<file path="src/rtl/voq_seq_tagger_pkg.sv">
// Shared widths, header field positions and FSM encodings for the VOQ sequence tagger.
// Header layout: dest port in the top WIDTH_SEL bits, body length above the priority and CRC fields.
package voq_seq_tagger_pkg;

  localparam int PORT_NUB_TOTAL = 8;
  localparam int WIDTH_SEL      = $clog2(PORT_NUB_TOTAL);
  localparam int DATA_WIDTH     = 64;
  localparam int WIDTH_LENGTH   = 8;
  localparam int WIDTH_PRIORITY = 3;
  localparam int CRC32_LENGTH   = 32;
  localparam int LEN_LSB        = CRC32_LENGTH + WIDTH_PRIORITY;
  localparam int LEN_MSB        = LEN_LSB + WIDTH_LENGTH - 1;

  localparam logic [1:0] ST_IDLE = 2'd0;
  localparam logic [1:0] ST_BODY = 2'd1;
  localparam logic [1:0] ST_PAD  = 2'd2;

  typedef logic [WIDTH_SEL-1:0]    port_t;
  typedef logic [WIDTH_LENGTH-1:0] len_t;

  typedef struct packed {
    logic                  sop;
    logic                  eop;
    logic [DATA_WIDTH-1:0] data;
  } fifo_word_t;

  function automatic port_t hdrDest(input logic [DATA_WIDTH-1:0] w);
    return w[DATA_WIDTH-1 -: WIDTH_SEL];
  endfunction

  function automatic len_t hdrLen(input logic [DATA_WIDTH-1:0] w);
    return w[LEN_MSB:LEN_LSB];
  endfunction

endpackage

</file>
<file path="src/rtl/reg_fifo.sv">
// Register-based FIFO with combinational head read and a registered full flag.
// DEPTH must be a power of two so the pointers wrap naturally.
module reg_fifo #(
  parameter int WIDTH = 8,
  parameter int DEPTH = 8
) (
  input  logic             clk,
  input  logic             rst_n,
  input  logic             push_i,
  input  logic [WIDTH-1:0] wdata_i,
  input  logic             pop_i,
  output logic [WIDTH-1:0] rdata_o,
  output logic             empty_o,
  output logic             full_o
);

  localparam int AW = $clog2(DEPTH);
  localparam int CW = AW + 1;

  logic [WIDTH-1:0] mem_q [DEPTH];
  logic [AW-1:0]    wptr_q, rptr_q;
  logic [CW-1:0]    count_q, count_d;
  logic             full_q;
  logic             doPush, doPop;

  // A full buffer still accepts a write when the head leaves in the same cycle.
  assign doPop  = pop_i && (count_q != '0);
  assign doPush = push_i && (!full_q || doPop);

  always_comb begin
    count_d = count_q;
    if (doPush && !doPop) begin
      count_d = count_q + CW'(1);
    end else if (!doPush && doPop) begin
      count_d = count_q - CW'(1);
    end
  end

  always_ff @(posedge clk or negedge rst_n) begin
    if (!rst_n) begin
      wptr_q  <= '0;
      rptr_q  <= '0;
      count_q <= '0;
      full_q  <= 1'b0;
    end else begin
      if (doPush) wptr_q <= wptr_q + AW'(1);
      if (doPop)  rptr_q <= rptr_q + AW'(1);
      count_q <= count_d;
      full_q  <= (count_d == CW'(DEPTH));
    end
  end

  always_ff @(posedge clk) begin
    if (doPush) mem_q[wptr_q] <= wdata_i;
  end

  assign rdata_o = mem_q[rptr_q];
  assign empty_o = (count_q == '0);
  assign full_o  = full_q;

endmodule

</file>
<file path="src/rtl/voq_seq_tagger.sv">
// Ingress segmenter: buffers MAC words and tags each with dest port and a running sequence nub.
// Define SEQ_TAGGER_LEN_CHECK_EN to honour in_eop, pad short frames and count length errors.
module voq_seq_tagger
  import voq_seq_tagger_pkg::*;
#(
  parameter int IN_DEPTH = 8
) (
  input  logic                            clk,
  input  logic                            rst_n,
  input  logic [DATA_WIDTH-1:0]           in_data,
  input  logic                            in_valid,
  input  logic                            in_sop,
  input  logic                            in_eop,
  output logic                            in_ready,
  input  logic                            keep_in,
  output logic [WIDTH_SEL+DATA_WIDTH-1:0] data_out,
  output logic [WIDTH_SEL-1:0]            nub_out,
  output logic                            valid_out
`ifdef SEQ_TAGGER_LEN_CHECK_EN
  ,
  output logic [15:0]                     err_cnt
`endif
);

  fifo_word_t wrWord, headWord;
  logic       fifoEmpty, fifoFull, popEn;

  logic [1:0] state_q, state_d;
  port_t      dest_q, dest_d, seq_q, seq_d;
  len_t       len_q, len_d;

  logic                            emit;
  port_t                           emitDest, emitNub;
  logic [DATA_WIDTH-1:0]           emitWord;
  logic                            outValid_q;
  logic [WIDTH_SEL+DATA_WIDTH-1:0] outData_q;
  port_t                           outNub_q;

  assign wrWord = '{sop: in_sop, eop: in_eop, data: in_data};

  reg_fifo #(
    .WIDTH($bits(fifo_word_t)),
    .DEPTH(IN_DEPTH)
  ) u_in_fifo (
    .clk    (clk),
    .rst_n  (rst_n),
    .push_i (in_valid && in_ready),
    .wdata_i(wrWord),
    .pop_i  (popEn),
    .rdata_o(headWord),
    .empty_o(fifoEmpty),
    .full_o (fifoFull)
  );

  assign in_ready = !fifoFull;

`ifdef SEQ_TAGGER_LEN_CHECK_EN
  logic        errInc;
  logic [15:0] errCnt_q;
`else
  logic unusedEop;
  assign unusedEop = headWord.eop;
`endif

  // Headers without eop count as late-eop errors only when the length check is built in.
  always_comb begin
    state_d  = state_q;
    dest_d   = dest_q;
    seq_d    = seq_q;
    len_d    = len_q;
    popEn    = 1'b0;
    emit     = 1'b0;
    emitDest = dest_q;
    emitNub  = seq_q;
    emitWord = headWord.data;
`ifdef SEQ_TAGGER_LEN_CHECK_EN
    errInc   = 1'b0;
`endif
    if (!keep_in) begin
      case (state_q)
        ST_IDLE: begin
          if (!fifoEmpty) begin
            popEn = 1'b1;
            if (headWord.sop) begin
              emit     = 1'b1;
              dest_d   = hdrDest(headWord.data);
              emitDest = dest_d;
              emitNub  = dest_d;
              seq_d    = dest_d + port_t'(1);
              len_d    = hdrLen(headWord.data);
              if (len_d == '0) begin
                state_d = ST_IDLE;
`ifdef SEQ_TAGGER_LEN_CHECK_EN
                errInc  = !headWord.eop;
`endif
              end else begin
                state_d = ST_BODY;
`ifdef SEQ_TAGGER_LEN_CHECK_EN
                if (headWord.eop) state_d = ST_PAD;
`endif
              end
            end
          end
        end
        ST_BODY: begin
          if (!fifoEmpty) begin
            popEn = 1'b1;
            emit  = 1'b1;
            seq_d = seq_q + port_t'(1);
            len_d = len_q - len_t'(1);
            if (len_q == len_t'(1)) begin
              state_d = ST_IDLE;
`ifdef SEQ_TAGGER_LEN_CHECK_EN
              errInc  = !headWord.eop;
`endif
            end
`ifdef SEQ_TAGGER_LEN_CHECK_EN
            else if (headWord.eop) begin
              state_d = ST_PAD;
            end
`endif
          end
        end
`ifdef SEQ_TAGGER_LEN_CHECK_EN
        ST_PAD: begin
          emit     = 1'b1;
          emitWord = '0;
          seq_d    = seq_q + port_t'(1);
          len_d    = len_q - len_t'(1);
          if (len_q == len_t'(1)) begin
            state_d = ST_IDLE;
            errInc  = 1'b1;
          end
        end
`endif
        default: state_d = ST_IDLE;
      endcase
    end
  end

  // Output slice only moves while downstream is not stalling.
  always_ff @(posedge clk or negedge rst_n) begin
    if (!rst_n) begin
      state_q    <= ST_IDLE;
      dest_q     <= '0;
      seq_q      <= '0;
      len_q      <= '0;
      outValid_q <= 1'b0;
      outData_q  <= '0;
      outNub_q   <= '0;
    end else begin
      state_q <= state_d;
      dest_q  <= dest_d;
      seq_q   <= seq_d;
      len_q   <= len_d;
      if (!keep_in) begin
        outValid_q <= emit;
        if (emit) begin
          outData_q <= {emitDest, emitWord};
          outNub_q  <= emitNub;
        end
      end
    end
  end

`ifdef SEQ_TAGGER_LEN_CHECK_EN
  always_ff @(posedge clk or negedge rst_n) begin
    if (!rst_n) begin
      errCnt_q <= '0;
    end else if (errInc && (errCnt_q != 16'hFFFF)) begin
      errCnt_q <= errCnt_q + 16'd1;
    end
  end

  assign err_cnt = errCnt_q;
`endif

  assign valid_out = outValid_q;
  assign data_out  = outData_q;
  assign nub_out   = outNub_q;

endmodule

</file>
<file path="config.mk">
export PLATFORM = sky130hd
export DESIGN_NAME = voq_seq_tagger
export DESIGN_NICKNAME = d
export VERILOG_FILES = /design/src/rtl/voq_seq_tagger_pkg.sv /design/src/rtl/reg_fifo.sv /design/src/rtl/voq_seq_tagger.sv
export SDC_FILE = /design/constraint.sdc
export NUM_CORES = 1
export LEC_CHECK = 0
export ABC_AREA = 1
export CAP_MARGIN = 10
export CORE_ASPECT_RATIO = 0.9
export CORE_MARGIN = 1
export CORE_UTILIZATION = 52
export DETAILED_ROUTE_END_ITERATION = 8
export GPL_TIMING_DRIVEN = 1
export PLACE_DENSITY = 0.77
export SLEW_MARGIN = 10
export SYNTH_ARGS = -nofsm -noshare
export SYNTH_HDL_FRONTEND = slang
export SYNTH_SLANG_ARGS = --single-unit
</file>
<file path="constraint.sdc">
create_clock -name clk -period 5.98 [get_ports clk]
set_input_delay 1.794 -clock clk [delete_from_list [all_inputs] [get_ports clk]]
set_output_delay 1.794 -clock clk [all_outputs]
set_load 0.02 [all_outputs]
</file>
-- Word-level counts from Yosys, hierarchy flattened
Memories as Yosys holds them, arrays and structs flattened.
Cells that the tools add are included.
Widths: inputs -> output; s select.
- memories kept: 1
- logic and storage cells: 76
- RAM bits: 528
- bits in latches: 0
- flip-flop bits (word level): 98
- memory bits (read-only): 0
- output and inout bits: 72
- memories (name ; depth ; width ; read ports ; clocked after memory_dff ; wr ports ; line ; text):
    u_in_fifo.mem_q ; 8 ; 66 ; 1 ; 0 ; 1 ; reg_fifo.sv:20 ; logic [WIDTH-1:0] mem_q [DEPTH];
- $lt $le $gt $ge: 0
- eq/ne operators: 7
- shift operators: 0
- mux-type cells: 31
- $add $sub $neg: 7
- div/mod/pow operators: 0
- bitwise logic cells: 1
- reduce and logical (&&, ||, !) cells: 18
- $mul: 0
- operators with widths (operator ; number):
    $mux 3 ; 9
    $mux 8 ; 3
    $pmux 8 s2 ; 1
    $add 3x1->3 const B ; 4
    $reduce_and 5->1 ; 2
    $mux 1 ; 9
    $eq 8x1->1 const B ; 1
    $logic_not 8->1 ; 1
    $mux 2 ; 4
    $mux 4 ; 2
    $ne 2x2->1 const B ; 4
    $sub 8x1->8 const B ; 1
    $pmux 3 s2 ; 1
    $logic_and 1x1->1 ; 5
    $add 4x1->4 const B ; 1
    $eq 4x4->1 const B ; 1
    $logic_not 4->1 ; 1
    $pmux 2 s2 ; 1
    $reduce_bool 4->1 ; 1
    $sub 4x1->4 const B ; 1
    $logic_not 1->1 ; 3
    $eq 2x1->1 const B ; 1
    $logic_not 2->1 ; 1
    $pmux 1 s2 ; 1
    5 further kinds ; 5

-- Logic depth before layout (Yosys ltp)
- depth in word-level cells: 12
- mapped depth: 13

-- Hierarchy
From an unflattened synthesis, not the netlist that was laid out.
- cell total of the unflattened synthesis: 2013
- area total of the unflattened synthesis: 24742.5 um2
- modules (own cells, without submodules) (module ; seq. area each (um2) ; instances ; area an instance (um2) ; cells an instance):
    reg_fifo ; 16130.5 ; 1 ; 21139.0 ; 1584
    voq_seq_tagger ; 2152.1 ; 1 ; 3603.5 ; 429

-- Worst setup path after synthesis
No wires, ideal clock.
- kind: in2reg
- start point: input in_valid
- end point: memory u_in_fifo.mem_q[0][0] (netlist bit), enable pin
- data required time: 5.492 ns
- cell stages on the path: 5
- path slack: 0.300 ns
- arrival time: 5.192 ns
- cell sequence: inv_1 > nor2_1 > inv_1 > or2_2 > nor2_1
- longest elaborated chain between the ends: 4
- RTL lines (what ; line ; text):
    start: declaration ; voq_seq_tagger.sv:11 ; input logic in_valid,
    $logic_and 1x1->1 ; voq_seq_tagger.sv:47 ; .push_i (in_valid && in_ready),
    $logic_and 1x1->1 ; reg_fifo.sv:28 ; assign doPush = push_i && (!full_q || doPop);
    $mux 1 ; reg_fifo.sv:54 ; if (doPush) mem_q[wptr_q] <= wdata_i;
    $mux 1 (not written as such) ; reg_fifo.sv:54 ;
    end: declaration ; reg_fifo.sv:20 ;
Every way passes these cells.

-- Worst setup path after layout
- start point: register u_in_fifo.rptr_q[0]
- end point: register outData_q[12], in the netlist data_out[12]
- longest elaborated chain between the ends: 6
- RTL lines (what ; line ; text):
    start: declaration ; reg_fifo.sv:21 ; logic [AW-1:0] wptr_q, rptr_q;
    start signal: assignment ; reg_fifo.sv:47 ; if (doPop) rptr_q <= rptr_q + AW'(1);
    $mem_v2 8x66 * ; -- ;
    $mux 1 ; voq_seq_tagger.sv:84 ; if (headWord.sop) begin
    $mux 1 ; voq_seq_tagger.sv:82 ; if (!fifoEmpty) begin
    $pmux 1 s2 ; voq_seq_tagger.sv:80 ; case (state_q)
    $mux 1 ; voq_seq_tagger.sv:79 ; if (!keep_in) begin
    $reduce_and 2->1 (no line) ; -- ;
    end signal: assignment ; voq_seq_tagger.sv:159 ; outData_q <= {emitDest, emitWord};
    end: declaration ; voq_seq_tagger.sv:36 ; logic [WIDTH_SEL+DATA_WIDTH-1:0] outData_q;
Every way passes the cells marked *; elsewhere a longest branch is shown, timed or not.
A chain may end at the register's enable or synchronous reset.

==> flow_summary_export.csv <==
group,metric,value,unit
yosys,synth_ff_type,"sky130_fd_sc_hd__edfxtp_1",
worst_setup_path,endpoint_kind,"register",
worst_setup_path,crit_path_start_kind,"register",
run,max_cap_viol_count,0,
finish,synthToLayoutAreaGrowth,16.1,%
route,wl_per_cell,19.3,um
finish,fin_util,61.0,%
floorplan,io_pins,142,
cts,cts_max_level,2,
finish,layout.cells.most_common,"sky130_fd_sc_hd__edfxtp_1",
yosys,synth.yosys.seq_area_share,73.8,%
timing,max_slew.worst_pin.slew,1.13,ns
timing,finalCritPeriodShare,67.0,%
timing,finalSetupViolCount,0,
yosys,synth_nets,2107,
timing,report.final.hold_viol_count,0,
cts,clk_latency,0.62,ns
worst_setup_path,timing.critical_path.required,6.52,ns
route,finalWirelength,54300,um
timing,max_slew_headroom,24.5,%
cts,cts.hold.buffers_added,0,
timing,timing_max_transition_violations_final,0,
finish,area_taken_by_multi_input_logic_gates,5600,um^2
cts,max-clock-path-buffers,3,
power_and_ir_drop,power.ir.vdd_worst,0.000334,V
finish,final_cell_count_no_fill,2810,
place,placed_cell_area,26400,um^2
route,drt_iter0_drc,1738,
route,drt_pass_1_iters,5,
timing,final.setup_skew,0.0194,ns
floorplan,placementRows,75,
route,via_per_inst,5.56,
timing,hold-worst-slack,0.477,ns
yosys,post_synth_edffs,520,
cts,postCtsSetupRepairBufs,0,
timing,fmax,0.250,GHz
floorplan,core,46500,um^2
place,place_inst,2697,
yosys,yosysTopAreaCellShare,63.8,%
grt,globalRoute.totalOverflow,0,
cts,cts_tree,"done",
route,vias_after_detailed_routing,15637,
timing,layout_min_cycle_time,4.01,ns
grt,grt_pass1_vias,15196,
cts,clk_pin_slew,0.06,ns
timing,grt_setup_unrepaired,"false",
floorplan,start_util,52.6,%
yosys,synthDistinctLibCells,27,
timing,post_route_setup_tns,0,ns
run_status,outcome,"finished, final reports clean",
worst_setup_path,signal_arrival_time_at_the_worst_endpoint,4.55,ns
cts,clkSinkCount,617,
power_and_ir_drop,power.density_cell_area,511,nW/um^2
yosys,post_synth_inst_count,2030,
timing,setup_slack,1.97,ns
worst_setup_path,critPathTopFamily,"flip-flops",
route,route.detailed.drc,0,
worst_setup_path,path_max_fanout,155,
cts,cts-buffers-inserted,58,
worst_hold_path,path_category_of_the_worst_min_delay_check,"register to register",
place,place.detailed.hpwl,28600,um
cts,clock-root-buffer,"sky130_fd_sc_hd__clkbuf_16",
power_and_ir_drop,total_power,14.5,mW
worst_setup_path,critical-path-slowest-cell,"sky130_fd_sc_hd__dfrtp_4",
power_and_ir_drop,power_leakage,10.3,nW
grt,grt_pass1_wl,84300,um
route,ant_nets,0,
yosys,synth_area_per_cell,12.0,um^2
yosys,synth_register_bits,617,
grt,track_usage,22.7,%
cts,cts_repair_resize_count,0,
place,gpl.final_weighted_congestion,0.826,
finish,num-fill-cells,3502,
floorplan,die_y,208,um
grt,grt_antenna_before_repair,8,
finish,final_layout_size_suffix_gt1_share,6.30,%
finish,layout.cells.most_common_list,"520 x sky130_fd_sc_hd__edfxtp_1, 352 x sky130_fd_sc_hd__nor2_1, 348 x sky130_fd_sc_hd__nand2_1, 251 x sky130_fd_sc_hd__o21ai_0, 139 x sky130_fd_sc_hd__clkdlybuf4s50_1",
yosys,post_synth_instance_area,24500,um^2
yosys,postSynth.asyncResetShare,15.7,%
floorplan,design.die.area,47900,um^2
finish,finalNetCount,2218,
worst_setup_path,kind_of_critical_path,"register to register",
floorplan,floorplan_die_width,231,um
finish,seq_area,18000,um^2
finish,stdcell_area,28400,um^2
worst_setup_path,critPathBufInv,2,
yosys,netlist.top_cell.by_area,"sky130_fd_sc_hd__edfxtp_1",
yosys,synth_warnings,0,
worst_setup_path,worst_path_largest_cell_delay,1.16,ns
yosys,synth_area_leaders,"sky130_fd_sc_hd__edfxtp_1 64%, sky130_fd_sc_hd__dfrtp_1 9.9%, sky130_fd_sc_hd__nor2_1 5.5%",
worst_setup_path,crit_path_cell_trace,"inv_6, nand2_1, nand3_1, nand3_1, nand2_1, a21oi_4, buf_12, nand3_1, nand2_1",
grt,grt_start_max_net_pins,156,
place,buffer_ports.inserted,140,
place,place_ws,1.63,ns
registers in the layout, indices dropped and copies added (netlist names), 3 cells and up:
name and count:
data_out 67, dest_q 3, len_q 8, nub_out 3, seq_q 3, u_in_fifo.count_q 4
u_in_fifo.mem_q 520, u_in_fifo.rptr_q 3, u_in_fifo.wptr_q 3
logic make-up (layout without fill, tap and decap cells):
family | Yosys count | count (layout) | share of synthesized area (%)
buffers and inverters | 204 | 365 | 3.67
adder cells (fa/ha/maj) | 7 | 7 | 0.358
flip-flops | 617 | 617 | 73.8
AO/OA/AOI/OAI | 364 | 364 | 8.59
other | 0 | 3 | 0
AND/OR/NAND/NOR | 834 | 834 | 13.5
XOR/XNOR | 4 | 4 | 0.143
per-layer routing:
layer	GRT usage (%)	wire, um	share of wire (%)
met1	31.2	22700	42
met2	36.9	26300	48
met3	4.30	4210	7.7
met4	7.08	1090	2.0
met5	0	50	0.092
cells in the mapped netlist, drive strengths merged, types with 4 or more instances:
master,instances
buf,66
clkbuf,52
dfrtp,97
edfxtp,520
ha,7
inv,86
nand2,348
nand3,118
nand4,4
nor2,360
o211ai,106
o21ai,252
xor2,4
cell type report:
class	instances	area share, %
antenna	3	0.0264
timing repair buffer	169	5.91
sequential	617	63.6
clock inverter	35	1.27
clock buffer	75	5.62
multi-input combinational	1209	19.7
inverter	86	1.17
tap	616	2.71
power by group:
part	switching [mW]	leakage, nW	internal [mW]
sequential	0.441	5.89	5.58
combinational	3.20	3.50	1.56
clock	1.57	0.952	2.15
worst reg2reg max path, stage by stage, from the launching register on:
cell and delay, ns:
sky130_fd_sc_hd__dfrtp_4 1.16, sky130_fd_sc_hd__inv_6 0.64, sky130_fd_sc_hd__nand2_1 0.31, sky130_fd_sc_hd__nand3_1 0.11, sky130_fd_sc_hd__nand3_1 0.11, sky130_fd_sc_hd__nand2_1 0.15
sky130_fd_sc_hd__a21oi_4 0.74, sky130_fd_sc_hd__buf_12 0.34, sky130_fd_sc_hd__nand3_1 0.24, sky130_fd_sc_hd__nand2_1 0.14
final timing paths:
path | cells past startpoint | slack [ns] | endpoint | from
max | 9 | 1.97 | data_out[12]$_DFFE_PN0P_ | u_in_fifo.rptr_q[0]$_DFFE_PN0P_
min | 2 | 0.48 | data_out[36]$_DFFE_PN0P_ | data_out[36]$_DFFE_PN0P_
max reg2reg | 9 | 1.97 | data_out[12]$_DFFE_PN0P_ | u_in_fifo.rptr_q[0]$_DFFE_PN0P_
min reg2reg | 2 | 0.48 | data_out[36]$_DFFE_PN0P_ | data_out[36]$_DFFE_PN0P_
max in group asynchronous | 2 | 3.56 | data_out[41]$_DFFE_PN0P_ | rst_n
min in group asynchronous | 1 | 1.32 | len_q[2]$_DFFE_PN0P_ | rst_n
No activity file was read; power rests on OpenSTA's default activity.
